--- src/rtl/car_unit_ctrl_if.sv ---
// rtl/car_unit_ctrl_if.sv - car-to-drawer request/acknowledge handshake
interface car_draw_if #(
  parameter int IDX_W = 8
) ();
  logic             draw_req;
  logic             draw_erase;
  logic [IDX_W-1:0] path_idx;
  logic             draw_ack;

  modport master (output draw_req, output draw_erase, output path_idx, input draw_ack);
  modport slave  (input draw_req, input draw_erase, input path_idx, output draw_ack);
endinterface

--- src/rtl/car_unit_ctrl.sv ---
// rtl/car_unit_ctrl.sv - per-car FSM with spawn delay, path stepping, hit points and drawer handshake
module car_unit_ctrl #(
  parameter int IDX_W       = 8,
  parameter int PATH_LEN    = 160,
  parameter int HP_W        = 4,
  parameter int HP_INIT     = 10,
  parameter int DLY_W       = 26,
  parameter int SPAWN_DELAY = 50000000,
  parameter int STEP_PERIOD = 1
) (
  input  logic            clk,
  input  logic            resetn,
  input  logic            start,
  input  logic            slot_en,
  input  logic            damage_valid,
  input  logic [HP_W-1:0] damage_amt,
  car_draw_if.master      draw,
  output logic [HP_W-1:0] hp,
  output logic            alive,
  output logic            destroyed,
  output logic            escaped
);

  localparam int SLOT_W = (STEP_PERIOD > 1) ? $clog2(STEP_PERIOD) : 1;
  localparam logic [DLY_W-1:0]  DLY_LAST  = DLY_W'((SPAWN_DELAY > 0) ? SPAWN_DELAY - 1 : 0);
  localparam logic [IDX_W-1:0]  IDX_LAST  = IDX_W'(PATH_LEN - 1);
  localparam logic [SLOT_W-1:0] SLOT_LAST = SLOT_W'(STEP_PERIOD - 1);
  localparam logic [HP_W-1:0]   HP_START  = HP_W'(HP_INIT);

  typedef enum logic [2:0] {
    IDLE, DELAY, WAIT_SLOT, ERASE, STEP, DRAW, KILLED, ESCAPED
  } state_e;

  localparam state_e ARM_STATE = (SPAWN_DELAY == 0) ? WAIT_SLOT : DELAY;

  state_e            state_q, state_d;
  logic [DLY_W-1:0]  dly_cnt_q, dly_cnt_d;
  logic [SLOT_W-1:0] slot_cnt_q, slot_cnt_d;
  logic [IDX_W-1:0]  path_idx_q, path_idx_d;
  logic [HP_W-1:0]   hp_q, hp_d;
  logic              destroyed_q, destroyed_d;
  logic              escaped_q, escaped_d;
  logic              alive_c;

  always_ff @(posedge clk) begin
    if (!resetn) begin
      state_q     <= IDLE;
      dly_cnt_q   <= '0;
      slot_cnt_q  <= '0;
      path_idx_q  <= '0;
      hp_q        <= HP_START;
      destroyed_q <= 1'b0;
      escaped_q   <= 1'b0;
    end else begin
      state_q     <= state_d;
      dly_cnt_q   <= dly_cnt_d;
      slot_cnt_q  <= slot_cnt_d;
      path_idx_q  <= path_idx_d;
      hp_q        <= hp_d;
      destroyed_q <= destroyed_d;
      escaped_q   <= escaped_d;
    end
  end

  always_comb begin
    state_d     = state_q;
    dly_cnt_d   = dly_cnt_q;
    slot_cnt_d  = slot_cnt_q;
    path_idx_d  = path_idx_q;
    hp_d        = hp_q;
    destroyed_d = 1'b0;
    escaped_d   = 1'b0;
    alive_c     = (state_q == WAIT_SLOT) || (state_q == ERASE) ||
                  (state_q == STEP) || (state_q == DRAW);

    // Saturating damage; a kill is only acted on at the next erase decision.
    if (alive_c && damage_valid) begin
      hp_d = (hp_q > damage_amt) ? hp_q - damage_amt : '0;
    end

    case (state_q)
      IDLE, KILLED, ESCAPED: begin
        if (start) begin
          state_d    = ARM_STATE;
          dly_cnt_d  = '0;
          slot_cnt_d = '0;
          path_idx_d = '0;
          hp_d       = HP_START;
        end
      end
      DELAY: begin
        if (dly_cnt_q == DLY_LAST) state_d = WAIT_SLOT;
        else dly_cnt_d = dly_cnt_q + DLY_W'(1);
      end
      WAIT_SLOT: begin
        if (slot_en) state_d = ERASE;
      end
      ERASE: begin
        if (draw.draw_ack) begin
          if (hp_q == '0) begin
            state_d     = KILLED;
            destroyed_d = 1'b1;
          end else if (path_idx_q == IDX_LAST) begin
            state_d   = ESCAPED;
            escaped_d = 1'b1;
          end else begin
            state_d = STEP;
          end
        end
      end
      STEP: begin
        if (slot_cnt_q == SLOT_LAST) begin
          path_idx_d = path_idx_q + IDX_W'(1);
          slot_cnt_d = '0;
        end else begin
          slot_cnt_d = slot_cnt_q + SLOT_W'(1);
        end
        state_d = DRAW;
      end
      DRAW: begin
        if (draw.draw_ack) state_d = WAIT_SLOT;
      end
      default: state_d = IDLE;
    endcase
  end

  // Request is a pure function of state, so it stays stable until the ack moves the FSM on.
  assign draw.draw_req   = (state_q == ERASE) || (state_q == DRAW);
  assign draw.draw_erase = (state_q == ERASE);
  assign draw.path_idx   = path_idx_q;
  assign hp              = hp_q;
  assign alive           = alive_c;
  assign destroyed       = destroyed_q;
  assign escaped         = escaped_q;

endmodule

--- src/flat_wrapper.sv ---
// flat-port wrapper written by rule: the top's interface ports become plain ports
module car_unit_ctrl_flat 
#(
  parameter int IDX_W       = 8,
  parameter int PATH_LEN    = 160,
  parameter int HP_W        = 4,
  parameter int HP_INIT     = 10,
  parameter int DLY_W       = 26,
  parameter int SPAWN_DELAY = 50000000,
  parameter int STEP_PERIOD = 1
)
  (clk, resetn, start, slot_en, damage_valid, damage_amt, hp, alive, destroyed, escaped, draw_draw_req, draw_draw_erase, draw_path_idx, draw_draw_ack);
  car_draw_if #(.IDX_W(IDX_W)) draw_i ();
  input  logic clk;
  input  logic resetn;
  input  logic start;
  input  logic slot_en;
  input  logic damage_valid;
  input  logic [HP_W-1:0] damage_amt;
  output logic [HP_W-1:0] hp;
  output logic alive;
  output logic destroyed;
  output logic escaped;
  output wire logic [$bits(draw_i.draw_req)-1:0] draw_draw_req;
  output wire logic [$bits(draw_i.draw_erase)-1:0] draw_draw_erase;
  output wire logic [$bits(draw_i.path_idx)-1:0] draw_path_idx;
  input wire logic [$bits(draw_i.draw_ack)-1:0] draw_draw_ack;
  assign draw_draw_req = draw_i.draw_req;
  assign draw_draw_erase = draw_i.draw_erase;
  assign draw_path_idx = draw_i.path_idx;
  assign draw_i.draw_ack = draw_draw_ack;
  car_unit_ctrl #(.IDX_W(IDX_W), .PATH_LEN(PATH_LEN), .HP_W(HP_W), .HP_INIT(HP_INIT), .DLY_W(DLY_W), .SPAWN_DELAY(SPAWN_DELAY), .STEP_PERIOD(STEP_PERIOD)) u_core (.clk(clk), .resetn(resetn), .start(start), .slot_en(slot_en), .damage_valid(damage_valid), .damage_amt(damage_amt), .draw(draw_i), .hp(hp), .alive(alive), .destroyed(destroyed), .escaped(escaped));
endmodule
--- config.mk ---
export PLATFORM = sky130hd
export DESIGN_NAME = car_unit_ctrl_flat
export DESIGN_NICKNAME = d
export VERILOG_FILES = /design/src/rtl/car_unit_ctrl_if.sv /design/src/rtl/car_unit_ctrl.sv /design/src/flat_wrapper.sv
export SDC_FILE = /design/constraint.sdc
export NUM_CORES = 1
export LEC_CHECK = 0
export CAP_MARGIN = 5
export CORE_MARGIN = 2
export CORE_UTILIZATION = 60
export DETAILED_ROUTE_END_ITERATION = 10
export GPL_TIMING_DRIVEN = 0
export PLACE_DENSITY = 0.84
export SYNTH_ARGS = -nofsm -noshare
export SYNTH_HDL_FRONTEND = slang
export SYNTH_SLANG_ARGS = --single-unit
--- constraint.sdc ---
create_clock -name clk -period 5.87 [get_ports clk]
set_clock_uncertainty 0.15 [all_clocks]
set_input_delay 0.587 -clock clk [delete_from_list [all_inputs] [get_ports clk]]
set_output_delay 0.587 -clock clk [all_outputs]
set_load 0.01 [all_outputs]
# [Word-level counts from Yosys, hierarchy flattened]
# Index checks and enable logic that the tools add are counted.
[word_totals] regBits=44 output_inout_bits=17 elab_cells=70
[op_classes] magnitude_cmp=1 muxes=23 bitwise=3 eq_ne=16 n_reduce_logical=16 n_addsub=4
[ops] operator="two-way mux 26 bit" count=2
[ops] operator="case mux 26 bit (2 select lines)" count=1
[ops] operator="adder 26 x 1 -> 26 bit (second input constant)" count=1
[ops] operator="equality test 26 bit (second input constant)" count=1
[ops] operator="two-way mux 3 bit" count=6
[ops] operator="case mux 3 bit (6 select lines)" count=1
[ops] operator="two-way mux 4 bit" count=4
[ops] operator="two-way mux 8 bit" count=2
[ops] operator="case mux 8 bit (2 select lines)" count=1
[ops] operator="equality test 3 bit (second input constant)" count=4
[ops] operator="inequality test 2 bit (second input constant)" count=5
[ops] operator="AND reduction 3 bit" count=3
[ops] operator="adder 8 x 1 -> 8 bit (second input constant)" count=1
[ops] operator="equality test 8 bit (second input constant)" count=1
[ops] operator="equality test 3 x 2 -> 1 bit (second input constant)" count=2
[ops] operator="AND reduction 5 bit" count=1
[ops] operator="> comparator 4 bit" count=1
[ops] operator="zero test 4 bit" count=1
[ops] operator="logical OR 1 bit" count=4
[ops] operator="two-way mux 1 bit" count=4
[ops] operator="inequality test 2 x 1 -> 1 bit (second input constant)" count=2
[ops] operator="nonzero test 2 bit" count=2
[ops] operator="OR reduction 4 bit" count=1
[ops] operator="subtractor 4 bit" count=1
[ops] operator="other kinds (9)" count=11

# [Logic depth before layout (Yosys ltp)]
# Gate-level depths: netlist of the first run.
[depth] word_depth=8 ltp_mapped=9 ltp_nobuf=9

# [Least setup slack after synthesis of the first run]
# No wires, ideal clock.
[synth_timing] kind="input to register" from="in damage_amt[0]" to="reg u_core.hp_q[1] (netlist: u_core.hp[1])" arrival_time_ns=1.839 path_buffers=0 setup_time_ns=0.122 cell_stages=7 path_slack_ns=3.759 t_required_ns=5.598 cell_sequence="ha_1 > inv_1 > fa_1 > a21o_1 > a21oi_1 > nor3_1 > a221o_1"
[synth_between] elab_chain_len=5
[synth_lines] element="start: declaration" line="flat_wrapper.sv:19" rtl="input logic [HP_W-1:0] damage_amt;"
[synth_lines] element="subtractor 4 bit or > comparator 4 bit (tied branches)" line="car_unit_ctrl.sv:78" rtl="hp_d = (hp_q > damage_amt) ? hp_q - damage_amt : '0;"
[synth_lines] element="two-way mux 4 bit *" line="car_unit_ctrl.sv:78"
[synth_lines] element="two-way mux 4 bit *" line="car_unit_ctrl.sv:77" rtl="if (alive_c && damage_valid) begin"
[synth_lines] element="two-way mux 4 bit" line="car_unit_ctrl.sv:83" rtl="if (start) begin"
[synth_lines] element="two-way mux 4 bit *" line="car_unit_ctrl.sv:81" rtl="case (state_q)"
[synth_lines] element="end signal: assignment" line="car_unit_ctrl.sv:59" rtl="hp_q <= hp_d;"
[synth_lines] element="end: declaration" line="car_unit_ctrl.sv:40" rtl="logic [HP_W-1:0] hp_q, hp_d;"
# Mark *: on every way between the ends. The rest lies on a longest branch, timed or not.
# A chain may end at the register's enable or synchronous reset.

# [Worst setup path after layout of the first run]
[layout_timing] from="reg u_core.state_q[0]" to="out draw_draw_erase"
[layout_between] elab_chain_len=1
[layout_lines] element="start: declaration" line="car_unit_ctrl.sv:36" rtl="state_e state_q, state_d;"
[layout_lines] element="start signal: assignment" line="car_unit_ctrl.sv:55" rtl="state_q <= state_d;"
[layout_lines] element="equality test 3 x 2 -> 1 bit" line="car_unit_ctrl.sv:129" rtl="assign draw.draw_erase = (state_q == ERASE);"
[layout_lines] element="end: declaration" line="flat_wrapper.sv:25" rtl="output wire logic [$bits(draw_i.draw_erase)-1:0] draw_draw_erase;"
# No other way between the ends.

==> results of run 1 <==
==> sequential cells by signal (all words and copies together) (netlist names) <==
name,cells
u_core.destroyed,1
u_core.dly_cnt_q,26
u_core.draw.path_idx,8
u_core.escaped,1
u_core.hp,4
u_core.state_q,3
==> final cells by class <==
| type | instances | area share |
|---|---|---|
| Buffer | 16 | 0.02613 |
| Clock buffer | 7 | 0.02702 |
| Clock inverter | 1 | 0.001771 |
| Inverter | 8 | 0.01063 |
| Multi-Input combinational cell | 233 | 0.5155 |
| Sequential cell | 43 | 0.3047 |
| Tap cell | 50 | 0.02214 |
| Timing Repair Buffer | 26 | 0.09212 |
==> worst paths after layout <==
path	end	slack, ns
max	draw_draw_erase	3.21
max reg2reg	u_core.dly_cnt_q[0]	3.40
min	u_core.draw.path_idx[3]	0.35
min reg2reg	u_core.draw.path_idx[3]	0.35
==> metrics by stage <==
stage / setup WS [ns] / cells / hold WS [ns] / power [W]
floorplan: 3.759 / 300 / 0.3034 / 0.0005124
global placement: 3.160 / 376 / 0.3364 / 0.0005931
detailed placement: 3.142 / 376 / 0.3392 / 0.0005997
CTS: 3.223 / 384 / 0.3565 / 0.0007811
global route: 3.038 / 384 / 0.3774 / 0.0008232
finish: 3.206 / 384 / 0.3544 / 0.0007869
==> kinds of logic after synthesis <==
kind of cell               share of synthesized area
adders and majority gates                    0.03928
muxes                                        0.01344
and+or+nand+nor                               0.3421
DFF                                           0.3556
AOI/OAI and AO/OA                             0.1923
xor gates and xnor gates                     0.01447
buffers and inverters                        0.04289
==> layer usage <==
layer	vias to the layer above	global-route usage	share of wire
met2	94	0.4424	0.47
met1	1160	0.3378	0.44
li1	1189	-	-
met5	-	0	0
met3	18	0.05000	0.066
met4	0	0.09949	0.020
==> where the power goes <==
| part | switching, W | total [W] | leakage, nW | internal (W) |
|---|---|---|---|---|
| sequential | 0.0000180 | 0.000325 | 0.347 | 0.000307 |
| clock | 0.000105 | 0.000189 | 0.0422 | 0.0000837 |
| combinational | 0.000171 | 0.000274 | 0.621 | 0.000103 |
==> critical path: stages (launching register included) <==
cell and delay, ns:
dfxtp_1 0.42, clkbuf_1 0.33, nor3b_1 0.28, clkdlybuf4s50_1 0.59
==> cell usage in the layout (no fill, tap or decap), types with 8 or more instances in the layout <==
cell type / count
dfxtp_1: 43
nand2_1: 26
clkdlybuf4s50_1: 26
nand3_1: 25
a21oi_1: 23
o21ai_0: 21
nor2_1: 20
clkbuf_1: 9
nor3_1: 9
inv_1: 8
or3_1: 8
and3_1: 8
==> summary.md, run 1 <==
| Metric | Value |
|---|---|
| Worst min-delay path startpoint | `u_core.draw.path_idx[3]` |
| Area leader, netlist | `dfxtp_1` |
| Port Buffers | `26` |
| Max Transition Viols Final | `0` |
| Rel. slew slack | `0.6230` |
| Sink Count | `43` |
| IO Count | `27` |
| Die H | `67.52 um` |
| WS Path Type | `reg2out` |
| FF+latch area | `860.8 sq um` |
| CTS-repair resized insts | `0` |
| Synthesized Nets | `317` |
| Worst EP arrival | `1.93 ns` |
| Post-route cell area | `0.002825 sq mm` |
| Leak | `1.011 nW` |
| HPWL after detailed placement | `4114 um` |
| Synth-to-Final Area Change | `16.69%` |
| Post-route clock period utilization | `0.4538` |
| Post-synth top cells | `43 x dfxtp_1, 26 x nand2_1, 25 x nand3_1` |
| Util after Layout | `0.7166` |
| Final wirelength | `5820 um` |
| Vias per cell | `6.409` |
| RSZ-0062 raised after global routing | `no` |
| Synth top area share | `0.3556` |
| DP Area | `0.002744 sq mm` |
| Final nets | `350` |
| First-pass GRT wire length | `9204 um` |
| H-tree Lvls | `2` |
| Global route overflow | `0` |
| Gr usage total | `0.2651` |
| Final setup viols | `0` |
| Row count | `23` |
| PD cells | `278.5 mW/mm^2` |
| Vias | `2,461` |
| Cell with the most instances after synthesis | `dfxtp_1` |
| Register clock-pin slew on the reported worst setup and hold paths | `0.08 ns` |
| Die X-Extent | `67.52 um` |
| Post-synth ARST share | `0` |
| CTS Buf Count | `5` |
| Cell area after synthesis | `0.002421 sq mm` |
| MaxCap Viol Count | `0` |
| Crit. End Element | `output pin` |
| Hold path cells | `1` |
| Clock buffer depth | `2` |
| Largest cells by area after synthesis | `dfxtp_1 36%, nand3_1 5.2%, a21oi_1 4.8%` |
| Vias in the first global route | `2,071` |
| Hold-fix buffers, CTS | `0` |
| Seq/Total Area, Yosys | `0.3556` |
| Layout cells sized above 1 | `0.08383` |
| CP max FO | `10` |
| Die ar. | `0.004559 sq mm` |
| Syn Inst Count | `300` |
| Core area | `0.003943 sq mm` |
| Worst skew pair latency | `0.31 ns` |
| Fin crit period | `2.664 ns` |
| Synth unique cells | `60` |
| Post-route setup TNS | `0 ns` |
| R2R cell count | `9` |
| Root buffer cell | `clkbuf_8` |
| Top_reg_cell synth | `dfxtp_1` |
| Post-route DRC | `0` |
| Worst Path Required | `5.13 ns` |
| FILL cells | `321` |
| Origin of the worst setup path | `u_core.state_q[0]` |
| CTS tree | `yes` |
| Hold Crit Class | `reg2reg` |
| Worst slew pin tran | `0.5634 ns` |
| Peak Freq | `375.4 MHz` |
| Yosys reg bits | `43` |
| R2R Path Start | `u_core.dly_cnt_q[0]` |
| Largest net degree at the start of global routing | `13` |
| Critical path launch point type | `flop` |
| Initial Utilization | `0.6141` |
| Initial antenna violation count | `0` |
| DRT antenna net count | `0` |
| Hold Vio Cnt, Final | `0` |
| Setup bufs post-CTS | `0` |
| Pre-Repair DR Iteration Count | `5` |
| Ant diodes | `0` |
| Status | `complete, no violations` |
| Synth warn | `0` |
| Multi-input combinational cell area | `0.001456 sq mm` |
| EDFF count, synth | `0` |
| Syn avg cell area | `8.070 sq um` |
| Initial drt markers | `261` |
| Routed WL per cell | `15.16 um` |
| VDD IR max | `0.1608 mV` |
| Routability cong. | `0.8832` |
(Power assumes the default switching activity.)
==> run 2, diff against run 1 <==
CORE_UTILIZATION = 51   (was 60)
PLACE_DENSITY = 0.76   (was 0.84)
clock period = 2.2 ns   (was 5.87 ns; I/O delays follow)
==> run 2 against run 1 <==
Die area grew 17%. Clock-buffer cell count shrank 1. Worst hold slack improved by 0.0090 ns. Sequential power rose to 2.7 times the previous value. Global-route usage is 3.9 points lower. Setup slack worse by 3.2 ns. Cell area increased by 6.4%. Critical path depth up 6. Total power grew to 2.9 times the previous value. Sequential share of layout area down 1.7 points. Clock power rose to 2.7 times the previous value. Critical path type is now reg2reg. Highest routed layer unchanged.
==> summary.md, run 2 (same netlist as run 1, synthesis figures left out) <==
| Metric | Value |
|---|---|
| CP Depth | `9` |
| Largest register FFs | `26` |
| R2R cell count | `9` |
| Ant diodes | `0` |
| H-tree Lvls | `2` |
| VDD IR max | `0.5391 mV` |
| Worst Path Required | `2.28 ns` |
| Final nets | `360` |
| Critical path launch point type | `flop` |
| WS Path Type | `reg2reg` |
| Routed WL per cell | `14.90 um` |
| Largest net degree at the start of global routing | `13` |
| Layout cells sized above 1 | `0.1487` |
| Global route overflow | `0` |
| Status | `complete, no violations` |
| Part of the power in combinational logic | `0.394` |
| Post-route clock period utilization | `0.9856` |
| IO Count | `27` |
| Worst-path cell chain | `ha_4 -> and4_1 -> buf_4 -> nand4_1 -> o21ai_2 -> buf_6 -> buf_4 -> or3_1 -> a21oi_1` |
| Die ar. | `0.005314 sq mm` |
| Worst path slowest cell | `dfxtp_4` |
| CTS Buf Count | `5` |
| Vias in the first global route | `2,142` |
| Register clock-pin slew on the reported worst setup and hold paths | `0.08 ns` |
| Commonest non-fill, non-tap cell in the layout | `dfxtp_1` |
| Port Buffers | `26` |
| Internal | `0.001468 W` |
| Clock buffer depth | `2` |
| Sink Count | `43` |
| DRT antenna net count | `0` |
| Max Transition Viols Final | `0` |
| Clock share of power | `0.225` |
| Synth-to-Final Area Change | `24.13%` |
| Pre-Repair DR Iteration Count | `5` |
| Leak | `1.103 nW` |
| Initial Utilization | `0.5195` |
| CP top delay family | `simple AND/OR/NAND/NOR gates` |
| HPWL after detailed placement | `4116 um` |
| Delay of the slowest critical-path stage | `0.37 ns` |
| Hold Crit Class | `reg2reg` |
| Post-route DRC | `0` |
| Most frequent cells in the layout | `41 x dfxtp_1, 26 x nand2_1, 25 x nand3_1, 25 x clkdlybuf4s50_1, 21 x a21oi_1` |
| Root buffer cell | `clkbuf_8` |
| Vias per cell | `6.076` |
| CP max FO | `7` |
| Switching part of the total power | `0.3585` |
| Row count | `25` |
| Initial antenna violation count | `0` |
| Hold Vio Cnt, Final | `0` |
| Rel. slew slack | `0.6006` |
| Critical path's most frequent cell | `buf_4` |
| Initial drt markers | `138` |
| Fin crit period | `2.168 ns` |
| Switching Power | `0.0008204 W` |
| Worst EP arrival | `2.24 ns` |
| Gr usage total | `0.2262` |
| Seq pwr share | `0.381` |
| Worst skew pair latency | `0.30 ns` |
| Worst slew pin tran | `0.5992 ns` |
| WP buf/inv | `3` |
| Core area | `0.004661 sq mm` |
| First-pass GRT wire length | `9570 um` |
| PD cells | `761.4 mW/mm^2` |
| Final wirelength | `5917 um` |
| Hold path cells | `2` |
| MaxCap Viol Count | `0` |
| Post-route setup TNS | `0 ns` |
| Dpl cells | `380` |
| Die X-Extent | `72.90 um` |
| Biggest register | `u_core.dly_cnt_q` |
| Peak Freq | `461.2 MHz` |
| Finished Layout Cells | `397` |
| Die H | `72.90 um` |
| Vias | `2,412` |
| Routability cong. | `0.8067` |
| CTS tree | `yes` |
| Final setup viols | `0` |
| Crit. End Element | `flop` |
==> run 2: path summary, 6_finish.rpt <==
path | startpoint | endpoint | slack (ns)
max | u_core.dly_cnt_q[0] | u_core.dly_cnt_q[10] | 0.03
min | u_core.dly_cnt_q[23] | u_core.dly_cnt_q[23] | 0.36
max reg2reg | u_core.dly_cnt_q[0] | u_core.dly_cnt_q[10] | 0.03
min reg2reg | u_core.dly_cnt_q[23] | u_core.dly_cnt_q[23] | 0.36
==> run 2: area by class of cell <==
type	instances	area, sq um
tap	54	67.56
sequential	43	865.8
timing repair buffer	36	337.8
buffer	16	103.9
inverter	8	30.03
fill	415	1655
multi-input combinational	233	1513
clock inverter	1	5.005
clock buffer	6	82.58
==> run 2: per-stage QoR <==
step	total power, W	worst slack, ns	instance area (sq um)	hold WS [ns]	utilization
2_1_floorplan	0.001367	0.1526	2421	0.1834	-
3_3_place_gp	0.001600	-0.1753	2749	0.3334	0.5898
3_5_place_dp	0.001605	-0.1788	2749	0.3404	0.5898
4_1_cts	0.002150	0.007030	2861	0.3514	0.6140
5_1_grt	0.002414	-0.01945	3005	0.3655	0.6448
6_report	0.002288	0.03175	3005	0.3634	0.6448
==> run 2: layer usage <==
layer | GRT usage | vias up | wire, um
met5 | 0 | - | 0
met4 | 0.07407 | 0 | 50
met3 | 0.04696 | 6 | 275
met2 | 0.3778 | 66 | 2847
met1 | 0.2915 | 1144 | 2744
li1 | - | 1196 | -
==> run 2: power by group through the flow <==
| stage | Clock (W) | Combinational, W | Sequential, W |
|---|---|---|---|
| 2_1_floorplan | 0 | 0.000491 | 0.000876 |
| 3_3_place_gp | 0 | 0.000721 | 0.000879 |
| 3_5_place_dp | 0 | 0.000725 | 0.000880 |
| 4_1_cts | 0.000525 | 0.000761 | 0.000864 |
| 5_1_grt | 0.000556 | 0.000979 | 0.000879 |
| 6_report | 0.000514 | 0.000902 | 0.000872 |
==> run 2: repair_timing <==
action / 4_1_cts / 5_1_grt
endpoints found under the hold margin: 0 / 0
resized for setup: 6 / 23
hold buffers: 0 / 0
cloned: 0 / 0
setup buffers: 1 / 9
endpoints found under the setup margin: 20 / 22
pin swaps: 2 / 9
==> run 2: worst min-delay path, delay by kind of cell (launching register included) <==
family	cells	cell delay, ns
flops	1	0.33
buf+inv	1	0.07
compound gates	1	0.07
